--- src/rtl/i2c_reg_sequencer_pkg.sv ---
// rtl/i2c_reg_sequencer_pkg.sv - register map, command bits and per-phase byte tables for the sequencer
package i2c_reg_sequencer_pkg;

    localparam logic [2:0] ADR_PRER_LO = 3'd0;
    localparam logic [2:0] ADR_PRER_HI = 3'd1;
    localparam logic [2:0] ADR_CTR     = 3'd2;
    localparam logic [2:0] ADR_TXR     = 3'd3;
    localparam logic [2:0] ADR_RXR     = 3'd3;
    localparam logic [2:0] ADR_CR      = 3'd4;
    localparam logic [2:0] ADR_SR      = 3'd4;

    localparam logic [7:0] CR_STA = 8'h80;
    localparam logic [7:0] CR_STO = 8'h40;
    localparam logic [7:0] CR_RD  = 8'h20;
    localparam logic [7:0] CR_WR  = 8'h10;
    localparam logic [7:0] CR_ACK = 8'h08;

    localparam logic [7:0] CTR_EN  = 8'h80;
    localparam logic [7:0] CTR_OFF = 8'h00;

    localparam int SR_RXACK = 7;
    localparam int SR_TIP   = 1;

    typedef enum logic [3:0] {
        ST_INIT,
        ST_IDLE,
        ST_LOAD_TXR,
        ST_WRITE_CR,
        ST_POLL,
        ST_READ_RXR,
        ST_NACK_STOP,
        ST_ABORT,
        ST_RESP
    } state_t;

    typedef struct packed {
        logic       rw;
        logic [6:0] dev;
        logic [7:0] addr;
        logic [7:0] wdata;
    } cmd_t;

    // Phase 2 differs by direction: a read re-addresses the device with a repeated start.
    function automatic logic [7:0] phase_txr(input cmd_t c, input logic [1:0] ph);
        logic [7:0] v;
        case (ph)
            2'd0:    v = {c.dev, 1'b0};
            2'd1:    v = c.addr;
            2'd2:    v = c.rw ? {c.dev, 1'b1} : c.wdata;
            default: v = 8'h00;
        endcase
        return v;
    endfunction

    function automatic logic [7:0] phase_cr(input cmd_t c, input logic [1:0] ph);
        logic [7:0] v;
        case (ph)
            2'd0:    v = CR_STA | CR_WR;
            2'd1:    v = CR_WR;
            2'd2:    v = c.rw ? (CR_STA | CR_WR) : (CR_WR | CR_STO);
            default: v = CR_RD | CR_ACK | CR_STO;
        endcase
        return v;
    endfunction

endpackage

--- src/rtl/i2c_reg_sequencer_if.sv ---
// rtl/i2c_reg_sequencer_if.sv - command/response and core-side Wishbone signal bundle
interface i2c_reg_sequencer_if;

    logic       cmd_valid;
    logic       cmd_ready;
    logic       cmd_rw;
    logic [6:0] cmd_dev;
    logic [7:0] cmd_reg;
    logic [7:0] cmd_wdata;

    logic       rsp_valid;
    logic [7:0] rsp_rdata;
    logic       rsp_nack;
    logic       rsp_timeout;
    logic       busy;

    logic [2:0] wb_adr_o;
    logic [7:0] wb_dat_o;
    logic [7:0] wb_dat_i;
    logic       wb_we_o;
    logic       wb_stb_o;
    logic       wb_cyc_o;
    logic       wb_ack_i;

    modport master (
        input  cmd_valid, cmd_rw, cmd_dev, cmd_reg, cmd_wdata, wb_dat_i, wb_ack_i,
        output cmd_ready, rsp_valid, rsp_rdata, rsp_nack, rsp_timeout, busy,
               wb_adr_o, wb_dat_o, wb_we_o, wb_stb_o, wb_cyc_o
    );

    modport slave (
        output cmd_valid, cmd_rw, cmd_dev, cmd_reg, cmd_wdata, wb_dat_i, wb_ack_i,
        input  cmd_ready, rsp_valid, rsp_rdata, rsp_nack, rsp_timeout, busy,
               wb_adr_o, wb_dat_o, wb_we_o, wb_stb_o, wb_cyc_o
    );

endinterface

--- src/rtl/i2c_wb_access.sv ---
// rtl/i2c_wb_access.sv - single outstanding Wishbone access; holds strobes until ack, drops them after
module i2c_wb_access (
    input  logic       clk,
    input  logic       rst,
    input  logic       req,
    input  logic       we,
    input  logic [2:0] adr,
    input  logic [7:0] wdata,
    output logic       done,
    output logic [7:0] rdata,
    output logic [2:0] wb_adr,
    output logic [7:0] wb_wdata,
    output logic       wb_we,
    output logic       wb_stb,
    output logic       wb_cyc,
    input  logic [7:0] wb_rdata,
    input  logic       wb_ack
);

    // The done cycle also blocks a restart, so a requester holding req for one extra
    // cycle while it advances does not launch a duplicate access.
    always_ff @(posedge clk) begin
        if (rst) begin
            wb_cyc   <= 1'b0;
            wb_we    <= 1'b0;
            wb_adr   <= '0;
            wb_wdata <= '0;
            done     <= 1'b0;
            rdata    <= '0;
        end else begin
            done <= 1'b0;
            if (wb_cyc) begin
                if (wb_ack) begin
                    wb_cyc   <= 1'b0;
                    wb_we    <= 1'b0;
                    wb_adr   <= '0;
                    wb_wdata <= '0;
                    done     <= 1'b1;
                    rdata    <= wb_rdata;
                end
            end else if (req && !done) begin
                wb_cyc   <= 1'b1;
                wb_we    <= we;
                wb_adr   <= adr;
                wb_wdata <= wdata;
            end
        end
    end

    assign wb_stb = wb_cyc;

endmodule

--- src/rtl/i2c_reg_sequencer.sv ---
// rtl/i2c_reg_sequencer.sv - sequences one I2C register read/write through the core's Wishbone port
module i2c_reg_sequencer
    import i2c_reg_sequencer_pkg::*;
#(
    parameter logic [15:0] PRESCALE   = 16'd99,
    parameter logic [19:0] POLL_LIMIT = 20'hFFFFF
) (
    input  logic              wb_clk_i,
    input  logic              wb_rst_i,
    i2c_reg_sequencer_if.master bus
);

    state_t      state, state_next;
    cmd_t        cmd;
    logic [1:0]  phase;
    logic [1:0]  step;
    logic [19:0] poll_cnt;
    logic        stopping, nack_flag, timeout_flag;
    logic [7:0]  rsp_rdata_q;
    logic        rsp_nack_q, rsp_timeout_q;

    logic        req, acc_we, acc_done;
    logic [2:0]  acc_adr;
    logic [7:0]  acc_wdata, acc_rdata;
    logic        tip, rxack;

    assign tip   = acc_rdata[SR_TIP];
    assign rxack = acc_rdata[SR_RXACK];

    i2c_wb_access u_access (
        .clk      (wb_clk_i),
        .rst      (wb_rst_i),
        .req      (req),
        .we       (acc_we),
        .adr      (acc_adr),
        .wdata    (acc_wdata),
        .done     (acc_done),
        .rdata    (acc_rdata),
        .wb_adr   (bus.wb_adr_o),
        .wb_wdata (bus.wb_dat_o),
        .wb_we    (bus.wb_we_o),
        .wb_stb   (bus.wb_stb_o),
        .wb_cyc   (bus.wb_cyc_o),
        .wb_rdata (bus.wb_dat_i),
        .wb_ack   (bus.wb_ack_i)
    );

    always_ff @(posedge wb_clk_i) begin
        if (wb_rst_i) begin
            state <= ST_INIT;
        end else begin
            state <= state_next;
        end
    end

    always_comb begin
        state_next = state;
        req        = 1'b0;
        acc_we     = 1'b0;
        acc_adr    = '0;
        acc_wdata  = '0;
        case (state)
            ST_INIT: begin
                req    = 1'b1;
                acc_we = 1'b1;
                case (step)
                    2'd0: begin
                        acc_adr   = ADR_PRER_LO;
                        acc_wdata = PRESCALE[7:0];
                    end
                    2'd1: begin
                        acc_adr   = ADR_PRER_HI;
                        acc_wdata = PRESCALE[15:8];
                    end
                    default: begin
                        acc_adr   = ADR_CTR;
                        acc_wdata = CTR_EN;
                    end
                endcase
                if (acc_done && step == 2'd2) state_next = ST_IDLE;
            end
            ST_IDLE: begin
                if (bus.cmd_valid) state_next = ST_LOAD_TXR;
            end
            ST_LOAD_TXR: begin
                req       = 1'b1;
                acc_we    = 1'b1;
                acc_adr   = ADR_TXR;
                acc_wdata = phase_txr(cmd, phase);
                if (acc_done) state_next = ST_WRITE_CR;
            end
            ST_WRITE_CR: begin
                req       = 1'b1;
                acc_we    = 1'b1;
                acc_adr   = ADR_CR;
                acc_wdata = phase_cr(cmd, phase);
                if (acc_done) state_next = ST_POLL;
            end
            ST_POLL: begin
                req     = 1'b1;
                acc_adr = ADR_SR;
                if (acc_done) begin
                    if (tip) begin
                        if (poll_cnt + 20'd1 == POLL_LIMIT) state_next = ST_ABORT;
                    end else if (stopping) begin
                        state_next = ST_RESP;
                    end else if (phase == 2'd3) begin
                        state_next = ST_READ_RXR;
                    end else if (rxack) begin
                        state_next = ST_NACK_STOP;
                    end else if (phase == 2'd2) begin
                        // A write is finished here; a read skips TXR and issues the read CR.
                        state_next = cmd.rw ? ST_WRITE_CR : ST_RESP;
                    end else begin
                        state_next = ST_LOAD_TXR;
                    end
                end
            end
            ST_READ_RXR: begin
                req     = 1'b1;
                acc_adr = ADR_RXR;
                if (acc_done) state_next = ST_RESP;
            end
            ST_NACK_STOP: begin
                req       = 1'b1;
                acc_we    = 1'b1;
                acc_adr   = ADR_CR;
                acc_wdata = CR_STO;
                if (acc_done) state_next = ST_POLL;
            end
            ST_ABORT: begin
                req       = 1'b1;
                acc_we    = 1'b1;
                acc_adr   = ADR_CTR;
                acc_wdata = (step == 2'd0) ? CTR_OFF : CTR_EN;
                if (acc_done && step == 2'd1) state_next = ST_RESP;
            end
            ST_RESP: begin
                state_next = ST_IDLE;
            end
            default: begin
                state_next = ST_INIT;
            end
        endcase
    end

    always_ff @(posedge wb_clk_i) begin
        if (wb_rst_i) begin
            cmd           <= '0;
            phase         <= '0;
            step          <= '0;
            poll_cnt      <= '0;
            stopping      <= 1'b0;
            nack_flag     <= 1'b0;
            timeout_flag  <= 1'b0;
            rsp_rdata_q   <= '0;
            rsp_nack_q    <= 1'b0;
            rsp_timeout_q <= 1'b0;
        end else begin
            if (state == ST_IDLE && bus.cmd_valid) begin
                cmd          <= '{rw: bus.cmd_rw, dev: bus.cmd_dev, addr: bus.cmd_reg, wdata: bus.cmd_wdata};
                phase        <= 2'd0;
                stopping     <= 1'b0;
                nack_flag    <= 1'b0;
                timeout_flag <= 1'b0;
            end

            // Multi-write states (INIT, ABORT) walk their writes with step; every state entry restarts it.
            if (state != state_next) begin
                step <= 2'd0;
            end else if (acc_done) begin
                step <= step + 2'd1;
            end

            if (state != ST_POLL) begin
                poll_cnt <= '0;
            end else if (acc_done) begin
                poll_cnt <= poll_cnt + 20'd1;
            end

            if (state == ST_POLL && (state_next == ST_LOAD_TXR || state_next == ST_WRITE_CR)) begin
                phase <= phase + 2'd1;
            end

            if (state == ST_NACK_STOP) begin
                stopping  <= 1'b1;
                nack_flag <= 1'b1;
            end

            if (state == ST_POLL && state_next == ST_ABORT) begin
                timeout_flag <= 1'b1;
            end

            if (state_next == ST_RESP && state != ST_RESP) begin
                rsp_rdata_q   <= (state == ST_READ_RXR) ? acc_rdata : 8'h00;
                rsp_nack_q    <= nack_flag;
                rsp_timeout_q <= timeout_flag;
            end
        end
    end

    assign bus.cmd_ready   = (state == ST_IDLE);
    assign bus.busy        = (state != ST_IDLE);
    assign bus.rsp_valid   = (state == ST_RESP);
    assign bus.rsp_rdata   = rsp_rdata_q;
    assign bus.rsp_nack    = rsp_nack_q;
    assign bus.rsp_timeout = rsp_timeout_q;

endmodule
--- src/flat_wrapper.sv ---
// flat-port wrapper written by rule: the top's interface ports become plain ports
module i2c_reg_sequencer_flat import i2c_reg_sequencer_pkg::*;
#(
    parameter logic [15:0] PRESCALE   = 16'd99,
    parameter logic [19:0] POLL_LIMIT = 20'hFFFFF
)
  (wb_clk_i, wb_rst_i, bus_cmd_valid, bus_cmd_rw, bus_cmd_dev, bus_cmd_reg, bus_cmd_wdata, bus_wb_dat_i, bus_wb_ack_i, bus_cmd_ready, bus_rsp_valid, bus_rsp_rdata, bus_rsp_nack, bus_rsp_timeout, bus_busy, bus_wb_adr_o, bus_wb_dat_o, bus_wb_we_o, bus_wb_stb_o, bus_wb_cyc_o);
  i2c_reg_sequencer_if bus_i ();
  input  logic wb_clk_i;
  input  logic wb_rst_i;
  input wire logic [$bits(bus_i.cmd_valid)-1:0] bus_cmd_valid;
  input wire logic [$bits(bus_i.cmd_rw)-1:0] bus_cmd_rw;
  input wire logic [$bits(bus_i.cmd_dev)-1:0] bus_cmd_dev;
  input wire logic [$bits(bus_i.cmd_reg)-1:0] bus_cmd_reg;
  input wire logic [$bits(bus_i.cmd_wdata)-1:0] bus_cmd_wdata;
  input wire logic [$bits(bus_i.wb_dat_i)-1:0] bus_wb_dat_i;
  input wire logic [$bits(bus_i.wb_ack_i)-1:0] bus_wb_ack_i;
  output wire logic [$bits(bus_i.cmd_ready)-1:0] bus_cmd_ready;
  output wire logic [$bits(bus_i.rsp_valid)-1:0] bus_rsp_valid;
  output wire logic [$bits(bus_i.rsp_rdata)-1:0] bus_rsp_rdata;
  output wire logic [$bits(bus_i.rsp_nack)-1:0] bus_rsp_nack;
  output wire logic [$bits(bus_i.rsp_timeout)-1:0] bus_rsp_timeout;
  output wire logic [$bits(bus_i.busy)-1:0] bus_busy;
  output wire logic [$bits(bus_i.wb_adr_o)-1:0] bus_wb_adr_o;
  output wire logic [$bits(bus_i.wb_dat_o)-1:0] bus_wb_dat_o;
  output wire logic [$bits(bus_i.wb_we_o)-1:0] bus_wb_we_o;
  output wire logic [$bits(bus_i.wb_stb_o)-1:0] bus_wb_stb_o;
  output wire logic [$bits(bus_i.wb_cyc_o)-1:0] bus_wb_cyc_o;
  assign bus_i.cmd_valid = bus_cmd_valid;
  assign bus_i.cmd_rw = bus_cmd_rw;
  assign bus_i.cmd_dev = bus_cmd_dev;
  assign bus_i.cmd_reg = bus_cmd_reg;
  assign bus_i.cmd_wdata = bus_cmd_wdata;
  assign bus_i.wb_dat_i = bus_wb_dat_i;
  assign bus_i.wb_ack_i = bus_wb_ack_i;
  assign bus_cmd_ready = bus_i.cmd_ready;
  assign bus_rsp_valid = bus_i.rsp_valid;
  assign bus_rsp_rdata = bus_i.rsp_rdata;
  assign bus_rsp_nack = bus_i.rsp_nack;
  assign bus_rsp_timeout = bus_i.rsp_timeout;
  assign bus_busy = bus_i.busy;
  assign bus_wb_adr_o = bus_i.wb_adr_o;
  assign bus_wb_dat_o = bus_i.wb_dat_o;
  assign bus_wb_we_o = bus_i.wb_we_o;
  assign bus_wb_stb_o = bus_i.wb_stb_o;
  assign bus_wb_cyc_o = bus_i.wb_cyc_o;
  i2c_reg_sequencer #(.PRESCALE(PRESCALE), .POLL_LIMIT(POLL_LIMIT)) u_core (.wb_clk_i(wb_clk_i), .wb_rst_i(wb_rst_i), .bus(bus_i));
endmodule
--- config.mk ---
export PLATFORM = sky130hd
export DESIGN_NAME = i2c_reg_sequencer_flat
export DESIGN_NICKNAME = d
export VERILOG_FILES = /design/src/rtl/i2c_reg_sequencer_pkg.sv /design/src/rtl/i2c_reg_sequencer_if.sv /design/src/rtl/i2c_wb_access.sv /design/src/rtl/i2c_reg_sequencer.sv /design/src/flat_wrapper.sv
export SDC_FILE = /design/constraint.sdc
export NUM_CORES = 1
export LEC_CHECK = 0
export CAP_MARGIN = 15
export CELL_PAD_IN_SITES_DETAIL_PLACEMENT = 0
export CELL_PAD_IN_SITES_GLOBAL_PLACEMENT = 1
export CORE_ASPECT_RATIO = 2
export CORE_MARGIN = 2
export CORE_UTILIZATION = 50
export DETAILED_ROUTE_END_ITERATION = 6
export DONT_BUFFER_PORTS = 1
export PLACE_DENSITY_LB_ADDON = 0.1
export SETUP_SLACK_MARGIN = 0.02
export SLEW_MARGIN = 30
export SYNTH_ARGS = -nofsm -noshare
export SYNTH_HDL_FRONTEND = slang
export SYNTH_SLANG_ARGS = --single-unit
--- constraint.sdc ---
create_clock -name wb_clk_i -period 4.3 [get_ports wb_clk_i]
set_input_delay 0.43 -clock wb_clk_i [delete_from_list [all_inputs] [get_ports wb_clk_i]]
set_output_delay 0.43 -clock wb_clk_i [all_outputs]
set_load 0.005 [all_outputs]
Word-level counts from Yosys, hierarchy flattened
Cells that the tools add are included.
- add/sub/neg operators: 3
- equal/unequal tests: 23
- multiplexer cells: 45
- bitwise gates (word level): 1
- reduce and logical (&&, ||, !) cells: 26
- operators with widths (cell ; count):
    two-way mux 4 bit ; 14
    two-way mux 8 bit ; 7
    one-hot mux 8 bit (3 select lines) ; 2
    one-hot mux 8 bit (5 select lines) ; 1
    one-hot mux 4 bit (8 select lines) ; 1
    adder 20 x 1 -> 20 bit (second input constant) ; 1
    == test 20 bit (second input constant) ; 1
    == test 4 x 3 -> 1 bit (second input constant) ; 5
    == test 4 x 2 -> 1 bit (second input constant) ; 4
    one-hot mux 8 bit (2 select lines) ; 1
    two-way mux 1 bit ; 12
    one-hot mux 3 bit (4 select lines) ; 1
    OR reduction 2 bit ; 5
    two-way mux 3 bit ; 3
    == test 4 bit (second input constant) ; 2
    nonzero test 2 bit ; 4
    logical AND 1 bit ; 7
    OR reduction 7 bit ; 1
    == test 2 bit (second input constant) ; 3
    OR reduction 5 bit ; 1
    adder 2 x 1 -> 2 bit (second input constant) ; 2
    == test 2 x 1 -> 1 bit (second input constant) ; 2
    == test 4 x 1 -> 1 bit (second input constant) ; 1
    zero test 2 bit ; 2
    other kinds (13) ; 15
- bits in registers: 86
- input bits: 36
- output and inout bits: 27
- logic and storage cells: 117

Logic depth before layout (Yosys ltp)
Gate-level depths: netlist (run 1).
- depth after elaboration: 12
- depth in mapped cells: 10
- gate-level depth less buffers: 9

By module
From an unflattened synthesis (run 1), not the netlist that was laid out.
- cells, all modules: 535
- area, all modules: 4330.4 µm²
- by module, submodules not included (module ; times used ; cells an instance ; area an instance (µm²) ; sequential area each (µm²)):
    i2c_reg_sequencer ; 1 ; 456 ; 3470.8 ; 1281.2
    i2c_wb_access ; 1 ; 79 ; 859.6 ; 440.4

Least setup slack after synthesis (run 1)
Ideal clock, no wire load.
- path type: reg2reg
- from: reg u_core.poll_cnt[1]
- to: reg u_core.state[1]
- setup time: 0.074 ns
- data arrival time: 1.991 ns
- required time: 4.226 ns
- path slack: 2.235 ns
- cell stages (with the launch flop): 9
- path buffers: 1
- period minus slack after synthesis: 2.065 ns
- path through: dfxtp_1 > ha_1 > buf_2 > nor4b_1 > a211oi_1 > or4_1 > nor3_2 > o31ai_1 > a31oi_1
- cells in the longest elaborated chain, start to end: 6
- RTL lines (item ; line ; source):
    start, declared ; i2c_reg_sequencer.sv:17 ; logic [19:0] poll_cnt;
    start signal, assigned ; i2c_reg_sequencer.sv:178 ; poll_cnt <= poll_cnt + 20'd1;
    adder 20 x 1 -> 20 bit ; i2c_reg_sequencer.sv:104 ; if (poll_cnt + 20'd1 == POLL_LIMIT) state_next = ST_ABORT;
    == test 20 bit ; i2c_reg_sequencer.sv:104 ;
    two-way mux 4 bit ; i2c_reg_sequencer.sv:104 ;
    two-way mux 4 bit ; i2c_reg_sequencer.sv:103 ; if (tip) begin
    two-way mux 4 bit ; i2c_reg_sequencer.sv:102 ; if (acc_done) begin
    one-hot mux 4 bit (8 select lines) ; i2c_reg_sequencer.sv:62 ; case (state)
    end signal, assigned ; i2c_reg_sequencer.sv:52 ; state <= state_next;
    end, declared ; i2c_reg_sequencer.sv:13 ; state_t state, state_next;
No other way between the ends.
A chain may end at the register's enable or synchronous reset.

Worst setup path in the final report (run 1)
- from: reg u_core.state[0]
- to: reg u_core.phase[1]
- elaborated cells between the ends (all ways): 27
- classes of those cells: eq/ne: 10; mux: 11; reduce/logical: 6
- RTL lines (item ; line ; source):
    == test 4 x 1 -> 1 bit * ; -- ;
    net bus_cmd_ready ; flat_wrapper.sv:18 ; output wire logic [$bits(bus_i.cmd_ready)-1:0] bus_cmd_ready;
    one-hot mux 4 bit (8 select lines) ; i2c_reg_sequencer.sv:62 ;
    == test 4 x 2 -> 1 bit ; i2c_reg_sequencer.sv:181 ; if (state == ST_POLL && (state_next == ST_LOAD_TXR || state_next == ST_WRITE_CR)) begin
    logical OR 1 bit ; i2c_reg_sequencer.sv:181 ;
    logical AND 1 bit ; i2c_reg_sequencer.sv:181 ;
    two-way mux 2 bit / nonzero test 2 bit (equally long branches) ; -- ;
    end signal, assigned ; i2c_reg_sequencer.sv:182 ; phase <= phase + 2'd1;
    end, declared ; i2c_reg_sequencer.sv:15 ; logic [1:0] phase;
Mark *: on every way through the listed nets, which the timed path passes. The rest lies on a longest branch.

==> metrics, run 1 <==
slew margin rel. 39.6%; placement row count 46; Area after DPL 4100 sq um; async set-reset flop share out of synthesis 0%; crit end category flop; simple-gate portion of the synthesized area 26.7%; Reg clk slew, reported paths 0.06 ns; gate family responsible for the most delay along the worst path simple AND/OR/NAND/NOR gates; Placer Congestion 0.796; vertical die dimension 132 microns; Cell Pwr Density 394 nW/um^2; start-to-end type of the worst setup path reg -> reg; via count of the first global-routing pass 3445; Mapped Nets 575; buffer cell driving the clock tree root sky130_fd_sc_hd__clkbuf_16; largest stage delay on the critical path 0.81 ns; Seq cells post-synth 86; starting density of the core 51.8%; first-pass GRT wire length 16700 microns; complex-gate fraction of the synthesized area 18.2%; Buf+Inv Stages, Crit Path 0; total clock buffers created by CTS 9; global route overflow 0; placed wire-length estimate after detailed placement 7600 microns; dominant combinational cell family by area after synthesis simple AND/OR/NAND/NOR gates; Via Count 3521; synthesized instance count 529; Final Max Tran Viols 0; Crit path top cell by count sky130_fd_sc_hd__nor2_1; accumulated negative setup slack 0 ns; mean instance size in the synthesized netlist 7.78 sq um; static leakage power 1.48 nW; commonest cells after routing, fill and taps aside sky130_fd_sc_hd__nand2_1 (108), sky130_fd_sc_hd__dfxtp_1 (86), sky130_fd_sc_hd__a21oi_1 (65); router iterations before antenna repair 4; clock skew after layout 0.00425 ns; detailed-route wire length per cell 16.8 microns; status finished, final reports clean; most frequently used flop master after synthesis sky130_fd_sc_hd__dfxtp_1; initial drt markers 159; CP max FO 25; Clock Tree Buf Depth 2; total wire length 10200 microns; count of endpoints failing setup in the final report 0; max-capacitance violation count 0; fraction of layout instances using a drive strength above 1 4.69%; IR Drop Worst-Case VDD 291 uV; Layout Area Growth over Synthesis 8.18%; average via count per standard cell 5.79; Arr. time, crit path 2.87 ns; filler-free cell count of the finished design 608; width of the chip 68.1 microns; distinct cell type count of the synthesized netlist 56; post-layout instance area 4450 sq um; Slew @ Worst Pin 0.905 ns; count of antenna diodes in the layout 0; post-synthesis instance area 4110 sq um; aggregate global-route resource usage 24.2%; max FFs per register 24; number of antenna violations at the first check in global routing 0; Floorplan Core Area 7940 sq um; part of the Yosys area used for sequential elements 41.8%; Die ar. 9010 sq um; total clock sinks 86; Cells after DPL 592; deepest level of the CTS H-tree 3; pin count of the biggest net entering global routing 66; clock tree from TritonCTS built; final hold violation count 0; EDFF count, synth 0; post-synthesis share of cell area spent on xor and xnor gates 4.90%; net total in the final layout 553; type of the most critical hold path in -> reg; final critical delay including setup and external delays 2.63 ns; post-CTS setup-driven buffer insertion count 0; fraction of the mapped netlist area in adder cells 3.04%; CP max-delay cell sky130_fd_sc_hd__dfxtp_1; Skew-Pair Late Insertion Delay 0.34 ns; cells traversed along the worst timing path nand2b_1 -> nor3_1 -> and2_1 -> nor2_1 -> mux2i_1 -> nor2_1; IO Port Bufs 0; unrepaired setup endpoints after global routing no; data required time of the critical path 4.53 ns; Period Utilization, post-route 61.2%; leading cell type in the layout, fill and taps excluded sky130_fd_sc_hd__nand2_1; number of routed nets with antenna violations 0; count of yosys warnings during synthesis 0; crit path launch type flop; number of I/O pins 63; count of instances resized after the clock tree is built 0; Post-route DRC 0; Max Clock Freq 380 MHz; count of hold buffers inserted by post-cts repair 0; mux share of post-synthesis cell area 0.730%
[kinds of logic (layout without fill, tap and decap cells)]
family	Yosys count	after routing
AO/OA/AOI/OAI	122	122
XOR/XNOR	23	23
adder cells (fa/ha/maj)	10	10
buffers and inverters	46	29
flip-flops	86	86
multiplexers	3	3
AND/OR/NAND/NOR	239	239
[cell usage after synthesis (3+ instances only)]
cell	count	area share (%)
sky130_fd_sc_hd__buf_1	3	0.27
sky130_fd_sc_hd__nor2b_1	6	0.91
sky130_fd_sc_hd__a22oi_1	5	0.91
sky130_fd_sc_hd__nand4_1	7	1.1
sky130_fd_sc_hd__nand2_1	108	9.9
sky130_fd_sc_hd__a21oi_1	65	7.9
sky130_fd_sc_hd__a222oi_1	4	0.97
sky130_fd_sc_hd__and2_1	5	0.76
sky130_fd_sc_hd__buf_2	5	0.61
sky130_fd_sc_hd__inv_1	13	1.2
sky130_fd_sc_hd__nor2_1	56	5.1
sky130_fd_sc_hd__nand3_1	19	2.3
sky130_fd_sc_hd__clkbuf_1	22	2.0
sky130_fd_sc_hd__ha_1	10	3.0
sky130_fd_sc_hd__xnor2_1	4	0.85
sky130_fd_sc_hd__nor3_2	3	0.73
sky130_fd_sc_hd__a31oi_1	4	0.61
sky130_fd_sc_hd__mux2i_1	3	0.73
sky130_fd_sc_hd__dfxtp_1	86	42
sky130_fd_sc_hd__nor3_1	9	1.1
sky130_fd_sc_hd__nor3b_1	4	0.73
sky130_fd_sc_hd__xor2_1	19	4.0
sky130_fd_sc_hd__a211oi_1	4	0.73
sky130_fd_sc_hd__nand2b_1	5	0.76
sky130_fd_sc_hd__o21a_1	3	0.55
sky130_fd_sc_hd__o21ai_0	14	1.7
sky130_fd_sc_hd__and3_1	3	0.46
[metal layers]
| metal | share of wire [%] | wire, microns | GRT usage, % | up-vias |
|---|---|---|---|---|
| met3 | 4.5 | 458 | 5.89 | 22 |
| met4 | 3.0 | 306 | 10.4 | 0 |
| met5 | 0 | 0 | 0 | - |
| met1 | 36 | 3670 | 24.4 | 1656 |
| li1 | - | - | - | 1766 |
| met2 | 57 | 5800 | 44.4 | 77 |
[power breakdown]
group          internal, W  leakage, nW  switching [W]
combinational    0.0000136        0.619      0.0000247
clock             0.000584        0.166       0.000312
sequential        0.000808        0.695      0.0000120
total              0.00141         1.48       0.000348
[stage by stage]
step	total power [W]	hold WS (ns)	worst slack [ns]	utilization, %
after floorplan	0.000873	0.432	2.24	-
after global placement	0.000875	0.435	1.61	51.6
after detailed placement	0.000877	0.440	1.56	51.6
after CTS	0.00177	0.151	1.56	56.0
after global routing	0.00181	0.147	1.32	56.0
final	0.00175	0.164	1.67	56.0
[worst paths after layout]
kind / from / endpoint / slack (ns) / cells past startpoint
setup / recovery: u_core.state[0] / u_core.phase[1] / 1.67 / 6
hold reg to reg: u_core.u_access.rdata[0] / u_core.u_access.rdata[0] / 0.45 / 2
hold / removal: wb_rst_i / u_core.state[0] / 0.16 / 1
setup reg to reg: u_core.state[0] / u_core.phase[1] / 1.67 / 6
[final cells by class]
class / instances / area [sq um]
Clock buffer: 11 / 243
Multi-Input combinational cell: 397 / 2210
Inverter: 13 / 48.8
Tap cell: 96 / 120
Clock inverter: 5 / 106
Fill cell: 772 / 3490
Sequential cell: 86 / 1720
No activity file was read; power rests on OpenSTA's default activity.
==> run 2, diff against run 1 <==
- CORE_UTILIZATION: 50 -> 42
- clock period: 4.3 -> 2.3 ns (I/O delays scaled with it)
==> metrics, run 2 (synthesis results as in run 1) <==
largest stage delay on the critical path 0.55 ns; pin count of the biggest net entering global routing 64; crit end category flop; Combinational Power Share 3.2%; met1 capacity usage during global routing 21.0%; global route hottest layer met2; start-to-end type of the worst setup path reg -> reg; IR Drop Worst-Case VDD 432 uV; Post-route DRC 0; Cell Pwr Density 643 nW/um^2; Arr. time, crit path 2.37 ns; Final Max Tran Viols 0; data required time of the critical path 2.57 ns; router iterations before antenna repair 4; cell-internal power 0.00231 W; number of I/O pins 63; Via Count 3557; clock group share of total power 45.9%; net switching fraction of the power 23.3%; FF-to-FF path depth 7; final worst-path setup slack 0.197 ns; status finished, final reports clean; post-layout util 48.6%; total clock buffers created by CTS 9; final hold violation count 0; vertical die dimension 144 microns; crit path launch type flop; width of the chip 74.0 microns; average via count per standard cell 5.30; count of antenna diodes in the layout 0; deepest level of the CTS H-tree 3; CP max-delay cell sky130_fd_sc_hd__or4_1; Reg clk slew, reported paths 0.07 ns; clock skew after layout 0.00905 ns; max-capacitance violation count 0; end of the worst register-to-register path u_core.state[1]; static leakage power 1.61 nW; launching point of the worst reg2reg path u_core.poll_cnt[4]; sequential cell fraction of total power 50.8%; switching pwr 0.000703 W; initial drt markers 152; destination of the critical timing path u_core.state[1]; routing usage on met3 4.70%; clock tree from TritonCTS built; final critical delay including setup and external delays 2.10 ns; dpl ws 0.155 ns; stages on the worst setup path 7; via count of the first global-routing pass 3599; hold depth 2; IO Port Bufs 0; fraction of layout instances using a drive strength above 1 10.0%; Skew-Pair Late Insertion Delay 0.34 ns; max FFs per register 24; number of routed nets with antenna violations 0; starting density of the core 42.7%; post-CTS setup-driven buffer insertion count 0; number of antenna violations at the first check in global routing 0; leading cell type in the layout, fill and taps excluded sky130_fd_sc_hd__nand2_1; placed wire-length estimate after detailed placement 8270 microns; buffer cell driving the clock tree root sky130_fd_sc_hd__clkbuf_16; Clock Tree Buf Depth 2; Layout Area Growth over Synthesis 13.9%; Die ar. 10700 sq um; cells traversed along the worst timing path nand4_4 -> nor3_1 -> a211oi_1 -> or4_1 -> nor3_2 -> o31ai_1 -> a31oi_1; total wire length 10800 microns; worst reg-to-reg setup slack 0.20 ns; Slew @ Worst Pin 0.783 ns; placement row count 51; unrepaired setup endpoints after global routing yes; first-pass GRT wire length 17700 microns; timing startpoint of the critical path u_core.poll_cnt[4]; Max Clock Freq 476 MHz; slew margin rel. 47.8%; total clock sinks 86; aggregate global-route resource usage 21.9%; grt met2 use 42.3%; net total in the final layout 580; count of endpoints failing setup in the final report 0; detailed-route wire length per cell 16.1 microns; commonest cells after routing, fill and taps aside sky130_fd_sc_hd__nand2_1 (108), sky130_fd_sc_hd__dfxtp_1 (86), sky130_fd_sc_hd__a21oi_1 (65); Buf+Inv Stages, Crit Path 0; Period Utilization, post-route 91.4%; CP max FO 10; Floorplan Core Area 9640 sq um; Placer Congestion 0.877; gate family responsible for the most delay along the worst path simple AND/OR/NAND/NOR gates; type of the most critical hold path in -> reg; global route overflow 0
==> run 2: changes by cell type in the layout (fill, tap and decap cells not counted), sizes merged <==
cell / delta
buf: +27
bufinv: -3
clkinv: +2
inv: +2
clkbuf: -1
==> run 2: cell type report <==
cell class              count  area, sq um
clock inverters             6         43.8
repair buffers             27          248
flip-flops and latches     86         1720
well taps                 132          165
clock buffers              10          239
inverters                  13         48.8
fillers                  1009         4950
multi-input cells         397         2220
==> run 2: power groups by stage <==
stage	clock, W	sequential [W]	combinational (W)
4_1_cts	0.00141	0.00153	0.000101
2_1_floorplan	0	0.00156	0.0000757
3_5_place_dp	0	0.00157	0.0000771
3_3_place_gp	0	0.00157	0.0000760
6_report	0.00138	0.00153	0.0000976
5_1_grt	0.00149	0.00154	0.000112
==> run 2: what timing repair did <==
action                                  CTS  global route
resized for setup                         0             3
hold endpoints to repair                 63             0
hold buffers                              1             0
endpoints found under the setup margin    0             5
==> run 2: stage by stage <==
stage / total power (W) / hold WS [ns] / setup TNS, ns / std cells / instance area, sq um
finish: 0.00301 / 0.0170 / 0 / 671 / 4680
global route: 0.00313 / 0.0135 / -0.000224 / 671 / 4680
CTS: 0.00305 / 0.0125 / 0 / 671 / 4670
detailed placement: 0.00164 / 0.312 / 0 / 654 / 4360
global placement: 0.00164 / 0.310 / 0 / 654 / 4360
floorplan: 0.00163 / 0.366 / 0 / 529 / 4110
==> run 2: how the worst min path moves through the flow <==
stage                     startpoint                endpoint  slack (ns)
floorplan           bus_cmd_wdata[0]           u_core.cmd[0]        0.37
global placement            wb_rst_i  u_core.u_access.wb_cyc        0.31
detailed placement          wb_rst_i  u_core.u_access.wb_cyc        0.31
CTS                   bus_cmd_reg[0]           u_core.cmd[8]        0.01
global route          bus_cmd_dev[1]          u_core.cmd[17]        0.01
finish                bus_cmd_dev[1]          u_core.cmd[17]        0.02
==> run 2: layer usage <==
layer | part of all wire [%] | vias up | wire [microns]
met5 | 0 | - | 0
met4 | 2.3 | 0 | 244
met3 | 3.7 | 14 | 397
met2 | 59 | 55 | 6350
met1 | 35 | 1661 | 3830
li1 | - | 1827 | -
==> run 3, diff against run 2 <==
- SLEW_MARGIN: 30 -> unset
==> results of run 3 <==
The final DEF is identical to that of run 2; final timing and power are the same.
